$ cat config.mk
export PLATFORM = sky130hd
export DESIGN_NAME = fpmul_seq
export DESIGN_NICKNAME = d
export VERILOG_FILES = /design/src/rtl/fpmul_pkg.sv /design/src/rtl/fpmul_round.sv /design/src/rtl/fpmul_seq.sv
export SDC_FILE = /design/constraint.sdc
export NUM_CORES = 1
export LEC_CHECK = 0
export BUFFER_PORTS_ARGS = -buffer_cell sky130_fd_sc_hd__buf_2
export CORE_MARGIN = 2
export CORE_UTILIZATION = 50
export DETAILED_ROUTE_END_ITERATION = 12
export PLACE_DENSITY = 0.69
export SETUP_SLACK_MARGIN = 0.5
export SYNTH_ARGS = -nofsm -noshare
export SYNTH_HDL_FRONTEND = slang
export SYNTH_SLANG_ARGS = --single-unit
$ cat constraint.sdc
create_clock -name clk -period 4.4 [get_ports clk]
set_input_delay 1.1 -clock clk [delete_from_list [all_inputs] [get_ports clk]]
set_output_delay 1.1 -clock clk [all_outputs]
set_load 0.01 [all_outputs]
$ cat src/rtl/fpmul_pkg.sv
// Shared definitions for the sequential floating-point multiplier:
// FSM state encoding and format-dependent constant helpers.
package fpmul_pkg;

  typedef enum logic [2:0] {
    S_IDLE   = 3'd0,
    S_UNPACK = 3'd1,
    S_MULT   = 3'd2,
    S_NORM   = 3'd3,
    S_DONE   = 3'd4
  } state_t;

  function automatic int bias_f(input int exp_w);
    return (1 << (exp_w - 1)) - 1;
  endfunction

  // Format constants are built in a 64-bit container; callers slice to W.
  function automatic logic [63:0] inf_f(input int exp_w, input int man_w);
    logic [63:0] v;
    v = '0;
    for (int i = 0; i < exp_w; i++) v[man_w + i] = 1'b1;
    return v;
  endfunction

  function automatic logic [63:0] qnan_f(input int exp_w, input int man_w);
    logic [63:0] v;
    v = inf_f(exp_w, man_w);
    v[man_w - 1] = 1'b1;
    return v;
  endfunction

endpackage

$ cat src/rtl/fpmul_round.sv
// Combinational normalise / round-to-nearest-even / pack stage.
// Takes the raw significand product and biased exponent sum, returns the packed result.
module fpmul_round
  import fpmul_pkg::*;
#(
  parameter int EXP_W = 8,
  parameter int MAN_W = 23
) (
  input  logic                      sign_i,
  input  logic signed [EXP_W+1:0]   exp_i,
  input  logic [2*MAN_W+1:0]        prod_i,
  output logic [EXP_W+MAN_W:0]      result_o,
  output logic                      overflow_o,
  output logic                      underflow_o
);

  localparam int ES_W   = EXP_W + 2;
  localparam int PROD_W = 2 * MAN_W + 2;
  localparam logic signed [ES_W-1:0] EXP_MAX = ES_W'((1 << EXP_W) - 1);
  localparam logic [63:0] INF_L = inf_f(EXP_W, MAN_W);
  localparam logic [EXP_W+MAN_W-1:0] INF_MAG = INF_L[EXP_W+MAN_W-1:0];

  logic [PROD_W-2:0]       norm;
  logic [MAN_W-1:0]        frac;
  logic [MAN_W-1:0]        frac_r;
  logic                    guard;
  logic                    sticky;
  logic                    round_up;
  logic                    carry;
  logic signed [ES_W-1:0]  exp_n;
  logic signed [ES_W-1:0]  exp_r;

  // NOTE: combinational logic uses blocking assignments and gives every output a default first, so no latch is inferred.
  always_comb begin
    // Product of two [1,2) significands lies in [1,4); the MSB selects the binade.
    norm     = prod_i[PROD_W-1] ? prod_i[PROD_W-2:0] : {prod_i[PROD_W-3:0], 1'b0};
    exp_n    = prod_i[PROD_W-1] ? exp_i + ES_W'(1) : exp_i;
    frac     = norm[PROD_W-2 -: MAN_W];
    guard    = norm[MAN_W];
    sticky   = |norm[MAN_W-1:0];
    round_up = guard & (sticky | frac[0]);
    {carry, frac_r} = {1'b0, frac} + (MAN_W + 1)'(round_up);
    exp_r    = carry ? exp_n + ES_W'(1) : exp_n;

    overflow_o  = 1'b0;
    underflow_o = 1'b0;
    result_o    = {sign_i, exp_r[EXP_W-1:0], frac_r};
    if (exp_r >= EXP_MAX) begin
      result_o   = {sign_i, INF_MAG};
      overflow_o = 1'b1;
    end else if (exp_r[ES_W-1] || (exp_r == '0)) begin
      result_o    = {sign_i, {(EXP_W + MAN_W){1'b0}}};
      underflow_o = 1'b1;
    end
  end

endmodule

$ cat src/rtl/fpmul_seq.sv
// Multi-cycle IEEE-754 multiplier: shift-add mantissa engine retiring BITS_PER_CYC
// multiplier bits per cycle, RNE rounding, canonical NaN, flush-to-zero.
module fpmul_seq
  import fpmul_pkg::*;
#(
  parameter int EXP_W        = 8,
  parameter int MAN_W        = 23,
  parameter int BITS_PER_CYC = 1
) (
  input  logic                   clk,
  input  logic                   rst_n,
  input  logic                   in_valid,
  output logic                   in_ready,
  input  logic [EXP_W+MAN_W:0]   a,
  input  logic [EXP_W+MAN_W:0]   b,
  output logic                   out_valid,
  input  logic                   out_ready,
  output logic [EXP_W+MAN_W:0]   result,
  output logic                   exception,
  output logic                   overflow,
  output logic                   underflow
);

  localparam int W      = 1 + EXP_W + MAN_W;
  localparam int SIG_W  = MAN_W + 1;
  localparam int PROD_W = 2 * SIG_W;
  localparam int ES_W   = EXP_W + 2;
  localparam int N      = SIG_W / BITS_PER_CYC;
  localparam int CNT_W  = (N > 1) ? $clog2(N) : 1;

  localparam logic signed [ES_W-1:0] BIAS = ES_W'(bias_f(EXP_W));
  localparam logic [63:0] QNAN_L = qnan_f(EXP_W, MAN_W);
  localparam logic [63:0] INF_L  = inf_f(EXP_W, MAN_W);
  localparam logic [W-1:0]   QNAN    = QNAN_L[W-1:0];
  localparam logic [W-2:0]   INF_MAG = INF_L[W-2:0];

  typedef struct packed {
    logic             sign;
    logic [EXP_W-1:0] exp;
    logic [SIG_W-1:0] sig;
    logic             is_zero;
    logic             is_inf;
    logic             is_nan;
  } operand_t;

  function automatic operand_t unpack_op(input logic [W-1:0] x);
    operand_t o;
    o.sign    = x[W-1];
    o.exp     = x[W-2 -: EXP_W];
    o.is_zero = (o.exp == '0);
    o.is_inf  = (o.exp == '1) && (x[MAN_W-1:0] == '0);
    o.is_nan  = (o.exp == '1) && (x[MAN_W-1:0] != '0);
    // Denormals are flushed: a zero exponent field drops the fraction entirely.
    o.sig     = o.is_zero ? '0 : {1'b1, x[MAN_W-1:0]};
    return o;
  endfunction

  state_t                  state_q,   state_d;
  logic [W-1:0]            a_q,       a_d;
  logic [W-1:0]            b_q,       b_d;
  logic                    sign_q,    sign_d;
  logic signed [ES_W-1:0]  exp_q,     exp_d;
  logic [PROD_W-1:0]       mcand_q,   mcand_d;
  logic [SIG_W-1:0]        mplier_q,  mplier_d;
  logic [PROD_W-1:0]       prod_q,    prod_d;
  logic [CNT_W-1:0]        cnt_q,     cnt_d;
  logic                    special_q, special_d;
  logic [W-1:0]            result_q,  result_d;
  logic                    exc_q,     exc_d;
  logic                    ovf_q,     ovf_d;
  logic                    unf_q,     unf_d;

  operand_t          op_a;
  operand_t          op_b;
  logic [PROD_W-1:0] partial;
  logic [W-1:0]      rnd_result;
  logic              rnd_ovf;
  logic              rnd_unf;

  fpmul_round #(
    .EXP_W (EXP_W),
    .MAN_W (MAN_W)
  ) u_round (
    .sign_i      (sign_q),
    .exp_i       (exp_q),
    .prod_i      (prod_q),
    .result_o    (rnd_result),
    .overflow_o  (rnd_ovf),
    .underflow_o (rnd_unf)
  );

  always_comb begin
    op_a = unpack_op(a_q);
    op_b = unpack_op(b_q);

    partial = '0;
    for (int i = 0; i < BITS_PER_CYC; i++) begin
      if (mplier_q[i]) partial = partial + (mcand_q << i);
    end

    state_d   = state_q;
    a_d       = a_q;
    b_d       = b_q;
    sign_d    = sign_q;
    exp_d     = exp_q;
    mcand_d   = mcand_q;
    mplier_d  = mplier_q;
    prod_d    = prod_q;
    cnt_d     = cnt_q;
    special_d = special_q;
    result_d  = result_q;
    exc_d     = exc_q;
    ovf_d     = ovf_q;
    unf_d     = unf_q;

    case (state_q)
      S_IDLE: begin
        if (in_valid) begin
          a_d     = a;
          b_d     = b;
          state_d = S_UNPACK;
        end
      end

      S_UNPACK: begin
        sign_d    = op_a.sign ^ op_b.sign;
        exc_d     = 1'b0;
        ovf_d     = 1'b0;
        unf_d     = 1'b0;
        special_d = 1'b1;
        // Specials skip MULT; NORM leaves their preset result untouched.
        state_d   = S_NORM;
        if (op_a.is_nan || op_b.is_nan ||
            (op_a.is_inf && op_b.is_zero) || (op_a.is_zero && op_b.is_inf)) begin
          result_d = QNAN;
          exc_d    = 1'b1;
        end else if (op_a.is_inf || op_b.is_inf) begin
          result_d = {sign_d, INF_MAG};
          exc_d    = 1'b1;
        end else if (op_a.is_zero || op_b.is_zero) begin
          result_d = {sign_d, {(W - 1){1'b0}}};
        end else begin
          special_d = 1'b0;
          exp_d     = $signed({2'b00, op_a.exp}) + $signed({2'b00, op_b.exp}) - BIAS;
          mcand_d   = PROD_W'(op_a.sig);
          mplier_d  = op_b.sig;
          prod_d    = '0;
          cnt_d     = CNT_W'(N - 1);
          state_d   = S_MULT;
        end
      end

      S_MULT: begin
        prod_d   = prod_q + partial;
        mcand_d  = mcand_q << BITS_PER_CYC;
        mplier_d = mplier_q >> BITS_PER_CYC;
        if (cnt_q == '0) state_d = S_NORM;
        else             cnt_d   = cnt_q - CNT_W'(1);
      end

      S_NORM: begin
        if (!special_q) begin
          result_d = rnd_result;
          ovf_d    = rnd_ovf;
          unf_d    = rnd_unf;
        end
        state_d = S_DONE;
      end

      S_DONE: begin
        if (out_ready) state_d = S_IDLE;
      end

      default: state_d = S_IDLE;
    endcase
  end

  // NOTE: sequential state uses non-blocking assignments; every register, including the operand and product stores, is cleared by reset so no stale data survives an abandoned operation.
  always_ff @(posedge clk) begin
    if (!rst_n) begin
      state_q   <= S_IDLE;
      a_q       <= '0;
      b_q       <= '0;
      sign_q    <= 1'b0;
      exp_q     <= '0;
      mcand_q   <= '0;
      mplier_q  <= '0;
      prod_q    <= '0;
      cnt_q     <= '0;
      special_q <= 1'b0;
      result_q  <= '0;
      exc_q     <= 1'b0;
      ovf_q     <= 1'b0;
      unf_q     <= 1'b0;
    end else begin
      state_q   <= state_d;
      a_q       <= a_d;
      b_q       <= b_d;
      sign_q    <= sign_d;
      exp_q     <= exp_d;
      mcand_q   <= mcand_d;
      mplier_q  <= mplier_d;
      prod_q    <= prod_d;
      cnt_q     <= cnt_d;
      special_q <= special_d;
      result_q  <= result_d;
      exc_q     <= exc_d;
      ovf_q     <= ovf_d;
      unf_q     <= unf_d;
    end
  end

  assign in_ready  = (state_q == S_IDLE);
  assign out_valid = (state_q == S_DONE);
  assign result    = result_q;
  assign exception = out_valid & exc_q;
  assign overflow  = out_valid & ovf_q;
  assign underflow = out_valid & unf_q;

endmodule
### After elaboration in Yosys (flattened, before gate mapping)

Cells that the tools add are included.

| operators by class | value |
|---|---|
| add/subtract/negate cells | 7 |
| $lt $le $gt $ge | 1 |
| equal/unequal tests | 15 |
| mux-type cells | 49 |
| bitwise operators | 9 |
| reductions and logical operators | 31 |

Operators by type and width:

| cell | count |
|---|---|
| 2-to-1 mux 48 bit | 7 |
| case mux 48 bit (2 select lines) | 2 |
| 2-to-1 mux 32 bit | 4 |
| 2-to-1 mux 24 bit | 5 |
| case mux 32 bit (2 select lines) | 1 |
| 2-to-1 mux 31 bit | 2 |
| adder 48 bit | 1 |
| case mux 24 bit (2 select lines) | 1 |
| 2-to-1 mux 47 bit | 1 |
| zero test 23 bit | 2 |
| nonzero test 23 bit | 2 |
| adder 23 x 1 -> 24 bit | 1 |
| OR reduction 23 bit | 1 |
| adder 10 x 2 -> 10 bit (second input constant) | 2 |
| 2-to-1 mux 10 bit | 2 |
| 2-to-1 mux 5 bit | 4 |
| equality test 8 bit (second input constant) | 2 |
| zero test 8 bit | 2 |
| case mux 3 bit (5 select lines) | 1 |
| != test 2 bit (second input constant) | 7 |
| 2-to-1 mux 1 bit | 13 |
| greater-or-equal comparator 10 x 9 -> 1 bit (second input constant) | 1 |
| zero test 10 bit | 1 |
| case mux 5 bit (2 select lines) | 1 |
| other kinds (23) | 46 |

| word-level totals | value |
|---|---|
| flip-flop bits (word level) | 239 |
| bits of input ports | 68 |
| output and inout bits | 37 |
| word-level logic and storage cells | 126 |

### Logic depth before layout (Yosys ltp)

Gate-level depths: netlist of the first run.

| depth | value |
|---|---|
| word-level depth | 12 |
| gate-level depth with buffers | 17 |
| gate-level depth less buffers | 14 |

### By module

Synthesis of the first run repeated with hierarchy kept, for this count alone.

| unflattened totals | value |
|---|---|
| cell total of the unflattened synthesis | 1800 |
| area total of the unflattened synthesis | 14293.7 um2 |

Modules (own cells, without submodules):

| module | times used | cells each | area an instance (um2) | seq. area each (um2) |
|---|---|---|---|---|
| fpmul_seq | 1 | 1485 | 12075.3 | 4784.6 |
| fpmul_round | 1 | 315 | 2218.4 | 0.0 |

### Least setup slack after synthesis of the first run

Ideal clock, no wire load.

| path | value |
|---|---|
| kind | register -> register |
| start point | reg prod_q[47] |
| end point | reg result_q[20], in the netlist result[20] |
| setup time | 0.117 ns |
| arrival time | 3.316 ns |
| data required time | 4.283 ns |
| slack | 0.967 ns |
| cell stages (with the launch flop) | 17 |
| path buffers | 5 |
| clock period less this slack | 3.433 ns |
| path through | dfxtp_1 buf_4 buf_6 buf_2 buf_1 clkbuf_1 mux2i_1 nor2b_1 ha_1 nand3_1 a21oi_1 nand3_1 nor4_1 nand3_1 o211ai_1 o21ai_0 a32o_1 |

| between the ends | value |
|---|---|
| word-level cells in the longest chain between the ends | 12 |
| elaborated cells on any way between the ends | 15 |
| those cells by class | 2 x add/sub; 1 x order compare; 7 x mux; 2 x bitwise; 3 x reduce/logical |

Ends and longest elaborated chain:

| item | RTL line | source |
|---|---|---|
| start, declared | fpmul_seq.sv:65 | `logic [PROD_W-1:0] prod_q, prod_d;` |
| start signal, assigned | fpmul_seq.sv:203 | `prod_q <= prod_d;` |
| branches (longest 9 deep; another with adder 23 x 1 -> 24 bit) | -- |  |
| 2-to-1 mux 31 bit * | fpmul_round.sv:48 | `if (exp_r >= EXP_MAX) begin` |
| 2-to-1 mux 32 bit * | fpmul_seq.sv:162 | `if (!special_q) begin` |
| case mux 32 bit (2 select lines) * | fpmul_seq.sv:116 | `case (state_q)` |
| end signal, assigned | fpmul_seq.sv:206 | `result_q <= result_d;` |
| end, declared | fpmul_seq.sv:68 | `logic [W-1:0] result_q, result_d;` |

Mark *: on every way between the ends. The select of a mux whose other input is x is not followed.
A chain may end at the register's enable or synchronous reset.

### Final worst setup path of the first run

| path | value |
|---|---|
| start point | reg exp_q[0] |
| end point | reg result_q[6], in the netlist result[6] |

| between the ends | value |
|---|---|
| word-level cells in the longest chain between the ends | 10 |
| elaborated cells on any way between the ends | 11 |
| those cells by class | 2 x add/sub; 1 x order compare; 6 x mux; 2 x reduce/logical |

Ends and longest elaborated chain:

| item | RTL line | source |
|---|---|---|
| start, declared | fpmul_seq.sv:62 | `logic signed [ES_W-1:0] exp_q, exp_d;` |
| start signal, assigned | fpmul_seq.sv:200 | `exp_q <= exp_d;` |
| adder 10 x 2 -> 10 bit | fpmul_round.sv:37 | `exp_n = prod_i[PROD_W-1] ? exp_i + ES_W'(1) : exp_i;` |
| 2-to-1 mux 10 bit * | fpmul_round.sv:37 |  |
| adder 10 x 2 -> 10 bit | fpmul_round.sv:43 | `exp_r = carry ? exp_n + ES_W'(1) : exp_n;` |
| 2-to-1 mux 10 bit * | fpmul_round.sv:43 |  |
| branches (longest 3 deep; another with greater-or-equal comparator 10 x 9 -> 1 bit) | -- |  |
| 2-to-1 mux 31 bit * | fpmul_round.sv:48 |  |
| 2-to-1 mux 32 bit * | fpmul_seq.sv:162 |  |
| case mux 32 bit (2 select lines) * | fpmul_seq.sv:116 |  |

Marks and branches as above.

==> results of run 1 <==
## tightest hold or removal path, stage by stage (launching register included)
cell and delay, ns:
sky130_fd_sc_hd__dfxtp_1 0.31, sky130_fd_sc_hd__nand3_1 0.06, sky130_fd_sc_hd__a21oi_1 0.06
## metrics by stage
stage / util (%) / cell area [sq um] / std cells
floorplan: - / 13600 / 1705
global placement: 53.6 / 14400 / 2075
detailed placement: 53.6 / 14400 / 2075
CTS: 57.2 / 15300 / 2123
global route: 57.4 / 15400 / 2126
finish: 57.4 / 15400 / 2127
## power by group
part	switching [mW]	total (mW)	internal [mW]	leakage, nW
Clock	0.920	2.39	1.47	0.465
Sequential	0.247	2.71	2.47	1.95
Combinational	1.10	1.70	0.599	3.86
Total	2.27	6.80	4.53	6.27
## logic make-up after synthesis
logic type               after synthesis
AO/OA/AOI/OAI                        476
adder cells (fa/ha/maj)               69
XOR/XNOR                              70
multiplexers                          23
AND/OR/NAND/NOR                      690
flip-flops                           239
buffers and inverters                138
## registers in the layout, indices dropped and copies added, names as in the netlist
name and cells:
mcand_q 48, prod_q 48, a_q 32, b_q 32
result 32, mplier_q 24, exp_q 10, cnt_q 5
state_q 3, exc_q 1, ovf_q 1, sign_q 1
special_q 1, unf_q 1
## cell usage in the layout, fill, tap and decap left out, types with 7 or more instances in the layout
cell type and instances:
sky130_fd_sc_hd__and3_1 12, sky130_fd_sc_hd__dfxtp_1 237, sky130_fd_sc_hd__xor2_1 32, sky130_fd_sc_hd__a22o_1 19, sky130_fd_sc_hd__a211oi_1 16, sky130_fd_sc_hd__a22oi_1 41
sky130_fd_sc_hd__nand3_1 38, sky130_fd_sc_hd__nor2b_1 9, sky130_fd_sc_hd__nand2b_1 19, sky130_fd_sc_hd__a221oi_1 48, sky130_fd_sc_hd__o21a_1 7, sky130_fd_sc_hd__o31ai_1 8
sky130_fd_sc_hd__ha_1 67, sky130_fd_sc_hd__nor3_1 71, sky130_fd_sc_hd__nor4_1 27, sky130_fd_sc_hd__a32o_1 9, sky130_fd_sc_hd__and2_1 62, sky130_fd_sc_hd__buf_4 32
sky130_fd_sc_hd__a21oi_1 145, sky130_fd_sc_hd__buf_2 104, sky130_fd_sc_hd__mux2i_1 19, sky130_fd_sc_hd__nor2_1 166, sky130_fd_sc_hd__xnor2_1 38, sky130_fd_sc_hd__nand2_1 224
sky130_fd_sc_hd__clkbuf_16 27, sky130_fd_sc_hd__a31oi_1 18, sky130_fd_sc_hd__o21bai_1 8, sky130_fd_sc_hd__a311oi_1 7, sky130_fd_sc_hd__o21ai_0 62, sky130_fd_sc_hd__inv_1 32
sky130_fd_sc_hd__nand4_1 18, sky130_fd_sc_hd__a21o_1 30
## metal layers
layer  vias to the layer above  GRT usage (%)  wire (um)  part of all wire [%]
li1                       6324              -          -                     -
met1                      5989           33.9      16800                    47
met2                       367           40.5      16300                    45
met3                        54           3.23       1980                   5.5
met4                         0           6.30        873                   2.4
met5                         -              0          0                     0
## worst paths after layout
kind / start / end
max: exp_q[0] / result[6]
min: ovf_q / ovf_q
max reg2reg: exp_q[0] / result[6]
min reg2reg: ovf_q / ovf_q
## cells in the mapped netlist (all sizes together), types with 7 or more instances
cell / count / share of area (%)
a31oi: 18 / 0.83
xnor2: 38 / 2.5
and2: 64 / 3.0
mux2i: 19 / 1.4
nor2b: 10 / 0.52
nor4: 27 / 1.2
nor2: 167 / 4.6
ha: 67 / 6.2
o31ai: 8 / 0.44
nand2: 225 / 6.2
o21ai: 64 / 2.4
a21boi: 7 / 0.39
nor3: 71 / 2.6
nand4: 18 / 0.83
and3: 13 / 0.64
a21o: 30 / 1.7
inv: 33 / 0.91
buf: 15 / 0.61
xor2: 32 / 2.1
a221oi: 48 / 3.1
a311oi: 7 / 0.45
nand3: 38 / 1.4
o21a: 7 / 0.39
o21bai: 8 / 0.44
a32o: 9 / 0.66
nand2b: 19 / 0.88
dfxtp: 239 / 35
clkbuf: 90 / 2.5
a22o: 19 / 1.2
a211oi: 16 / 0.89
nor4b: 7 / 0.59
a22oi: 41 / 2.3
a21oi: 146 / 5.4
## area by class of cell
| cell class | instances | area [sq um] |
|---|---|---|
| tap | 341 | 427 |
| fill | 2530 | 11400 |
| clock inverter | 9 | 164 |
| clock buffer | 39 | 781 |
| timing repair buffer | 137 | 781 |
| multi-input combinational | 1328 | 8300 |
| inverter | 33 | 126 |
| sequential | 239 | 4790 |
| antenna | 1 | 2.50 |
## what timing repair did
item	in CTS	in global routing
resized for setup	1	8
pin swaps	0	1
endpoints found under the setup margin	1	44
setup buffers	0	3
==> Implementation_results.wiki, run 1 <==
{| class="wikitable"
! Metric !! Value
|-
| Final period demand of the worst path || ~3.6 ns
|-
| Yosys warning count || 0
|-
| Pin count of the biggest net entering global routing || just over 80
|-
| Setup crit start kind || flip-flop
|-
| Net count after synthesis || 1842
|-
| Number of nets in the layout || 1903
|-
| Proportion of register bits with asynchronous set or reset after synthesis || 0%
|-
| Clock-pin slew on the worst setup and hold paths || 0.06 ns
|-
| Gate count of the mapped netlist || 1705
|-
| Antenna-violating nets left || 0
|-
| Worst-case clock skew || 0.0138 ns
|-
| Worst Reg-to-Reg Cells || 13
|-
| Initial cell density of the core || approximately 51%
|-
| Leakage Power || 6.27 nW
|-
| DR WL/cell || 16.9 um
|-
| Basic-gate share of the synthesized area counting and, or, nand and nor cells || 24.3%
|-
| Transition at the pin with the smallest max-transition slack || approximately 1.2 ns
|-
| Chip Height || 169 um
|-
| Buffers plus inverters on the worst setup path || 1
|-
| Flop-to-flop setup slack || 0.76 ns
|-
| Period Utilization, post-route || 82.8%
|-
| Cell area after technology mapping || approximately 14000 sq um
|-
| Root buffer selected by CTS || sky130_fd_sc_hd__clkbuf_16
|-
| Reported max-cap violation count || 0
|-
| Main combinational cell family by area after synthesis || simple AND/OR/NAND/NOR gates
|-
| Class of the worst hold path || reg -> reg
|-
| Total half-perimeter wirelength after legalization and detailed placement || between 20000 and 30000 um
|-
| Multiplexer share of the synthesized area || 1.73%
|-
| Std cell rows || 60
|-
| Compound-cell area share of the yosys netlist || 23.7%
|-
| GRT Util Overall || approximately 25%
|-
| Hold WS || 0.468 ns
|-
| Distinct cell type count of the synthesized netlist || a little under 80
|-
| Synthesis-stage register bit count || 239
|-
| Drt first-iter violations || 726
|-
| Average cell area after synthesis || 7.96 sq um
|-
| Data required time at the worst endpoint || 4.84 ns
|-
| Largest fanout of any net on the critical path || 22
|-
| Pre-CTS setup slack || 0.520 ns
|-
| Global-route wire length before repair || 58400 um
|-
| Adder-cell share of the synthesized area || 6.47%
|-
| DR vias || 12.7k
|-
| Total stage count of the critical path || 13
|-
| Clock latency at the later pin of the worst-skew pair || 0.55 ns
|-
| Areal power density over the cells || about 440 nW/um^2
|-
| Worst hold path stage count || 2
|-
| Largest voltage drop on the vdd net || between 300 and 400 uV
|-
| Number of synthesized flops with an enable pin || 0
|-
| Number of levels the H-tree was split into || 1
|-
| Status || finished clean
|-
| Final WS setup || 0.758 ns
|-
| Largest incremental delay on the critical path || 0.52 ns
|-
| Clock Tree Buf Depth || 3
|-
| Quantity of I/O buffers inserted on ports || 104
|-
| Post-layout power || approximately 6.8 mW
|-
| Final routed wirelength across all metal layers || 35900 um
|-
| Final Slew Violations || 0
|-
| Layout cells sized above 1 || 11.8%
|-
| Arr. time, crit path || 4.08 ns
|-
| Hold buffer count at CTS || 0
|-
| Vias in the first global route || 11.6k
|-
| Number of primary I/O pins || around 110
|-
| Sequence of cells on the critical path || ha_1 -> nand2_1 -> a21boi_2 -> inv_1 -> ha_1 -> o21ai_1 -> nor2_2 -> xnor2_1 -> o41a_1 -> o41a_1 -> nor2b_4 -> and3_4 -> a32o_1
|-
| Area of the core || 26800 sq um
|-
| Type of the setup path with the least slack || reg -> reg
|-
| CTS tree || yes
|-
| Setup TNS after final layout || 0 ns
|-
| Sum of overflow across all layers after global routing || 0
|-
| Remaining design rule violation count || 0
|-
| Die Wd || 169 um
|-
| Synthesis-to-finish area growth || 13.3%
|-
| Sequential fraction of the synthesis area || 35.3%
|-
| Final count of negative-setup-slack endpoints || 0
|-
| Area of the die || 28500 sq um
|-
| Initial antenna violation count || 1
|-
| Avg Vias per Cell || 5.99
|-
| RSZ-0062 raised after global routing || yes
|-
| Sinks on Clock Net || ~240
|-
| 1st-pass router iterations || 5
|-
| Primary FF master, synth || sky130_fd_sc_hd__dfxtp_1
|-
| Clock buffers created by TritonCTS || 27
|-
| Fraction of synthesized cell area in xor and xnor cells || between 4 and 5%
|-
| Kind of end point of the critical path || flip-flop
|-
| Kind of cell adding the most delay to the critical path || compound AO/OA/AOI/OAI gates
|-
| Worst max-slew margin expressed relative to the limit || 20.8%
|-
| RD Place Congestion || between 0.8 and 0.9
|-
| Crit-path slowest cell || sky130_fd_sc_hd__o41a_1
|-
| Highest Clock Rate || between 200 and 300 MHz
|-
| Final Hold Violating Endpoints || 0
|}
Note: power is estimated with default switching activity, not from simulation.
==> run 2: changes to the inputs <==
--- a/config.mk
+++ b/config.mk
@@ -5,11 +5,12 @@
 export SDC_FILE = /design/constraint.sdc
 export NUM_CORES = 1
 export LEC_CHECK = 0
+export ABC_AREA = 1
 export BUFFER_PORTS_ARGS = -buffer_cell sky130_fd_sc_hd__buf_2
 export CORE_MARGIN = 2
 export CORE_UTILIZATION = 50
 export DETAILED_ROUTE_END_ITERATION = 12
-export PLACE_DENSITY = 0.69
+export PLACE_DENSITY = 0.72
 export SETUP_SLACK_MARGIN = 0.5
 export SYNTH_ARGS = -nofsm -noshare
 export SYNTH_HDL_FRONTEND = slang
==> constraint.sdc (replaced) <==
create_clock -name clk -period 3.3 [get_ports clk]
set_input_delay 0.825 -clock clk [delete_from_list [all_inputs] [get_ports clk]]
set_output_delay 0.825 -clock clk [all_outputs]
set_load 0.01 [all_outputs]
==> Implementation_results.wiki, run 2 <==
{| class="wikitable"
! Metric !! Value
|-
| Die Wd || 177 um (+5.0%)
|-
| Status || finished clean
|-
| Areal power density over the cells || 643 nW/um^2 (+45%)
|-
| Worst-case clock skew || 0.0159 ns (+0.00209 ns)
|-
| Clock buffers created by TritonCTS || 27 (unchanged)
|-
| Largest voltage drop on the vdd net || 561 uV (+72%)
|-
| Number of primary I/O pins || 105 (unchanged)
|-
| Leading cell type in the layout, fill and taps excluded || sky130_fd_sc_hd__nand2_1
|-
| Setup TNS after final layout || 0 ns (unchanged)
|-
| Class of the worst hold path || reg -> reg
|-
| Sequential fraction of the synthesis area || 31.9% (-3.4 points)
|-
| Synthesis-to-finish area growth || 17.3%
|-
| Synthesis-stage register bit count || 239 (unchanged)
|-
| Initial cell density of the core || 50.8% (+0.13 points)
|-
| Global-route wire length before repair || 70700 um (+21%)
|-
| Arr. time, crit path || 3.12 ns (-0.96 ns)
|-
| List of most frequent post-synthesis cells || 555 x sky130_fd_sc_hd__nand2_1, 323 x sky130_fd_sc_hd__inv_1, 297 x sky130_fd_sc_hd__a21oi_1
|-
| Transition at the pin with the smallest max-transition slack || 0.914 ns (-0.275 ns)
|-
| Post-layout power || 11.3 mW (+66%)
|-
| Total half-perimeter wirelength after legalization and detailed placement || 32300 um (+26%)
|-
| Chip Height || 177 um (+5.0%)
|-
| Vias in the first global route || 14.4k (+24%)
|-
| Sum of overflow across all layers after global routing || 0 (unchanged)
|-
| Quantity of I/O buffers inserted on ports || 104 (unchanged)
|-
| Dominant cells by area after synthesis || sky130_fd_sc_hd__dfxtp_1 32%, sky130_fd_sc_hd__nand2_1 14%, sky130_fd_sc_hd__a21oi_1 9.9%, sky130_fd_sc_hd__inv_1 8.1%, sky130_fd_sc_hd__o21ai_0 6.7%
|-
| Number of levels the H-tree was split into || 1 (unchanged)
|-
| Final Slew Violations || 0 (unchanged)
|-
| Worst max-slew margin expressed relative to the limit || 39.1% (+18 points)
|-
| Leakage Power || 7.86 nW (+25%)
|-
| Final routed wirelength across all metal layers || 44300 um (+23%)
|-
| Initial antenna violation count || 0 (-1)
|-
| Final WS setup || 0.600 ns (-0.158 ns)
|-
| RSZ-0062 raised after global routing || yes
|-
| Distinct cell type count of the synthesized netlist || 56 (-28%)
|-
| Top library cells by usage in the layout, fill and taps aside || 528 x sky130_fd_sc_hd__nand2_1, 319 x sky130_fd_sc_hd__inv_1, 286 x sky130_fd_sc_hd__a21oi_1
|-
| Final core utilization || 59.6% (+2.2 points)
|-
| Kind of end point of the critical path || flip-flop
|-
| Area of the core || 29600 sq um (+10%)
|-
| Cell count after placement || 2768 (+33%)
|-
| Highest Clock Rate || 370 MHz (+35%)
|-
| DR WL/cell || 15.6 um (-7.9%)
|-
| Clock-pin slew on the worst setup and hold paths || 0.06 ns (about the same)
|-
| Period Utilization, post-route || 81.8% (-0.95 points)
|-
| Antenna diode instance count || 0 (-1)
|-
| Area fraction of the dominant cell type after synthesis || 31.9% (-3.4 points)
|-
| Type of the setup path with the least slack || reg -> reg
|-
| 1st-pass router iterations || 5 (unchanged)
|-
| Yosys warning count || 0 (unchanged)
|-
| Clock Tree Buf Depth || 3 (unchanged)
|-
| Remaining design rule violation count || 0 (unchanged)
|-
| Antenna-violating nets left || 0 (unchanged)
|-
| Share of total power in the clock network || 27.4% (-7.7 points)
|-
| DR vias || 15.6k (+22%)
|-
| Final count of negative-setup-slack endpoints || 0 (unchanged)
|-
| Pin count of the biggest net entering global routing || 116 (+43%)
|-
| Avg Vias per Cell || 5.47 (-8.7%)
|-
| Post-Layout Cell Count || 2845 (+34%)
|-
| Proportion of register bits with asynchronous set or reset after synthesis || 0% (unchanged)
|-
| Net switching power figure || 4.54 mW (+100%)
|-
| Net count after synthesis || 2478 (+35%)
|-
| Setup crit start kind || flip-flop
|-
| Number of synthesized flops with an enable pin || 0 (unchanged)
|-
| Cell type with the largest total area after synthesis || sky130_fd_sc_hd__dfxtp_1
|-
| Pre-CTS setup slack || 0.206 ns (-0.315 ns)
|-
| Largest registers || mcand_q (48), prod_q (48)
|-
| Primary FF master, synth || sky130_fd_sc_hd__dfxtp_1
|-
| GRT Util Overall || 27.3% (+2.8 points)
|-
| Flop-to-flop setup slack || 0.60 ns (-0.16 ns)
|-
| Data required time at the worst endpoint || 3.72 ns (-1.12 ns)
|-
| Final period demand of the worst path || 2.70 ns (-0.942 ns)
|-
| Final Instance Area || 17600 sq um (+15%)
|-
| Reported max-cap violation count || 0 (unchanged)
|-
| Part of the power in registers || 33.4% (-6.5 points)
|-
| Sinks on Clock Net || 239 (unchanged)
|-
| Most numerous cell in the Yosys netlist || sky130_fd_sc_hd__nand2_1
|-
| Share of total power in combinational logic || 39.1% (+14 points)
|-
| Area of the die || 31400 sq um (+10%)
|-
| Root buffer selected by CTS || sky130_fd_sc_hd__clkbuf_16
|-
| Number of nets in the layout || 2574 (+35%)
|-
| Hold WS || 0.451 ns (-0.0172 ns)
|-
| Layout cells sized above 1 || 14.9% (+3.1 points)
|-
| Gate count of the mapped netlist || 2341 (+37%)
|-
| Proportion of total power due to net switching || 40.2% (+6.8 points)
|-
| Drt first-iter violations || 1142 (+57%)
|-
| Average cell area after synthesis || 6.41 sq um (-19%)
|-
| Cell area after technology mapping || 15000 sq um (+11%)
|-
| Largest fanout of any net on the critical path || 14 (-36%)
|-
| RD Place Congestion || 0.987 (+10%)
|-
| Clock latency at the later pin of the worst-skew pair || 0.57 ns (+0.02 ns)
|-
| CTS tree || yes
|-
| Internal power contribution || 6.77 mW (+50%)
|-
| Std cell rows || 63 (+5.0%)
|-
| DP Area || 15900 sq um (+10%)
|-
| Final Hold Violating Endpoints || 0 (unchanged)
|}
[run 2: power by group through the flow]
stage | registers (mW) | logic [mW] | clock network [mW]
5_1_grt | 3.84 | 5.00 | 3.27
3_5_place_dp | 3.84 | 4.05 | 0
4_1_cts | 3.78 | 4.10 | 3.15
6_report | 3.78 | 4.43 | 3.10
3_3_place_gp | 3.82 | 3.98 | 0
2_1_floorplan | 3.76 | 3.09 | 0
[run 2: path summary, 6_finish.rpt]
kind | cells after the start | endpoint | from
worst min-delay path | 2 | mplier_q[21] | mplier_q[21]
worst min register to register | 2 | mplier_q[21] | mplier_q[21]
worst max register to register | 15 | prod_q[41] | mplier_q[0]
worst max-delay path | 15 | prod_q[41] | mplier_q[0]
[run 2: cells by family (layout without fill, tap and decap cells)]
kind of cell / Yosys count / in the layout / synth area share [%]
AOI/OAI and AO/OA: 615 / 615 / 21.9
xor gates and xnor gates: 24 / 24 / 1.45
adders and majority gates: 69 / 69 / 5.85
buffers and inverters: 435 / 548 / 11.6
DFF: 239 / 239 / 31.9
and+or+nand+nor: 959 / 960 / 27.3
[run 2: cell type report]
type	instances	area, sq um
clock inverters	10	145
fillers	2876	12000
multi-input cells	1668	8940
inverters	331	1260
clock buffers	37	763
repair buffers	170	1210
well taps	390	488
flip-flops and latches	239	4790
[run 2: layer usage]
metal	up-vias	part of all wire (%)	track usage, %
li1	7869	-	-
met1	7088	43	34.7
met2	489	47	47.7
met3	110	5.4	3.14
met4	0	3.7	9.57
met5	-	0	0
[run 2: critical path, cell delays in order (launching register included)]
cell and delay, ns:
sky130_fd_sc_hd__dfxtp_4 0.38, sky130_fd_sc_hd__buf_8 0.16, sky130_fd_sc_hd__nand2_1 0.07, sky130_fd_sc_hd__inv_1 0.04, sky130_fd_sc_hd__ha_1 0.39, sky130_fd_sc_hd__nand2_1 0.12, sky130_fd_sc_hd__nor2_1 0.22, sky130_fd_sc_hd__inv_1 0.14
sky130_fd_sc_hd__nor4_4 0.33, sky130_fd_sc_hd__nand3_1 0.16, sky130_fd_sc_hd__nand3_2 0.14, sky130_fd_sc_hd__nand2_1 0.06, sky130_fd_sc_hd__o211ai_1 0.09, sky130_fd_sc_hd__a21oi_1 0.08, sky130_fd_sc_hd__o21ai_0 0.09, sky130_fd_sc_hd__a21oi_1 0.08
[run 2: repair_timing]
| item | 4_1_cts | 5_1_grt |
|---|---|---|
| pin swaps | 1 | 32 |
| cloned | 1 | 4 |
| gates resized for setup | 15 | 131 |
| hold buffers | 0 | 0 |
| buffers inserted | 0 | 25 |
| endpoints found under the setup margin | 47 | 110 |
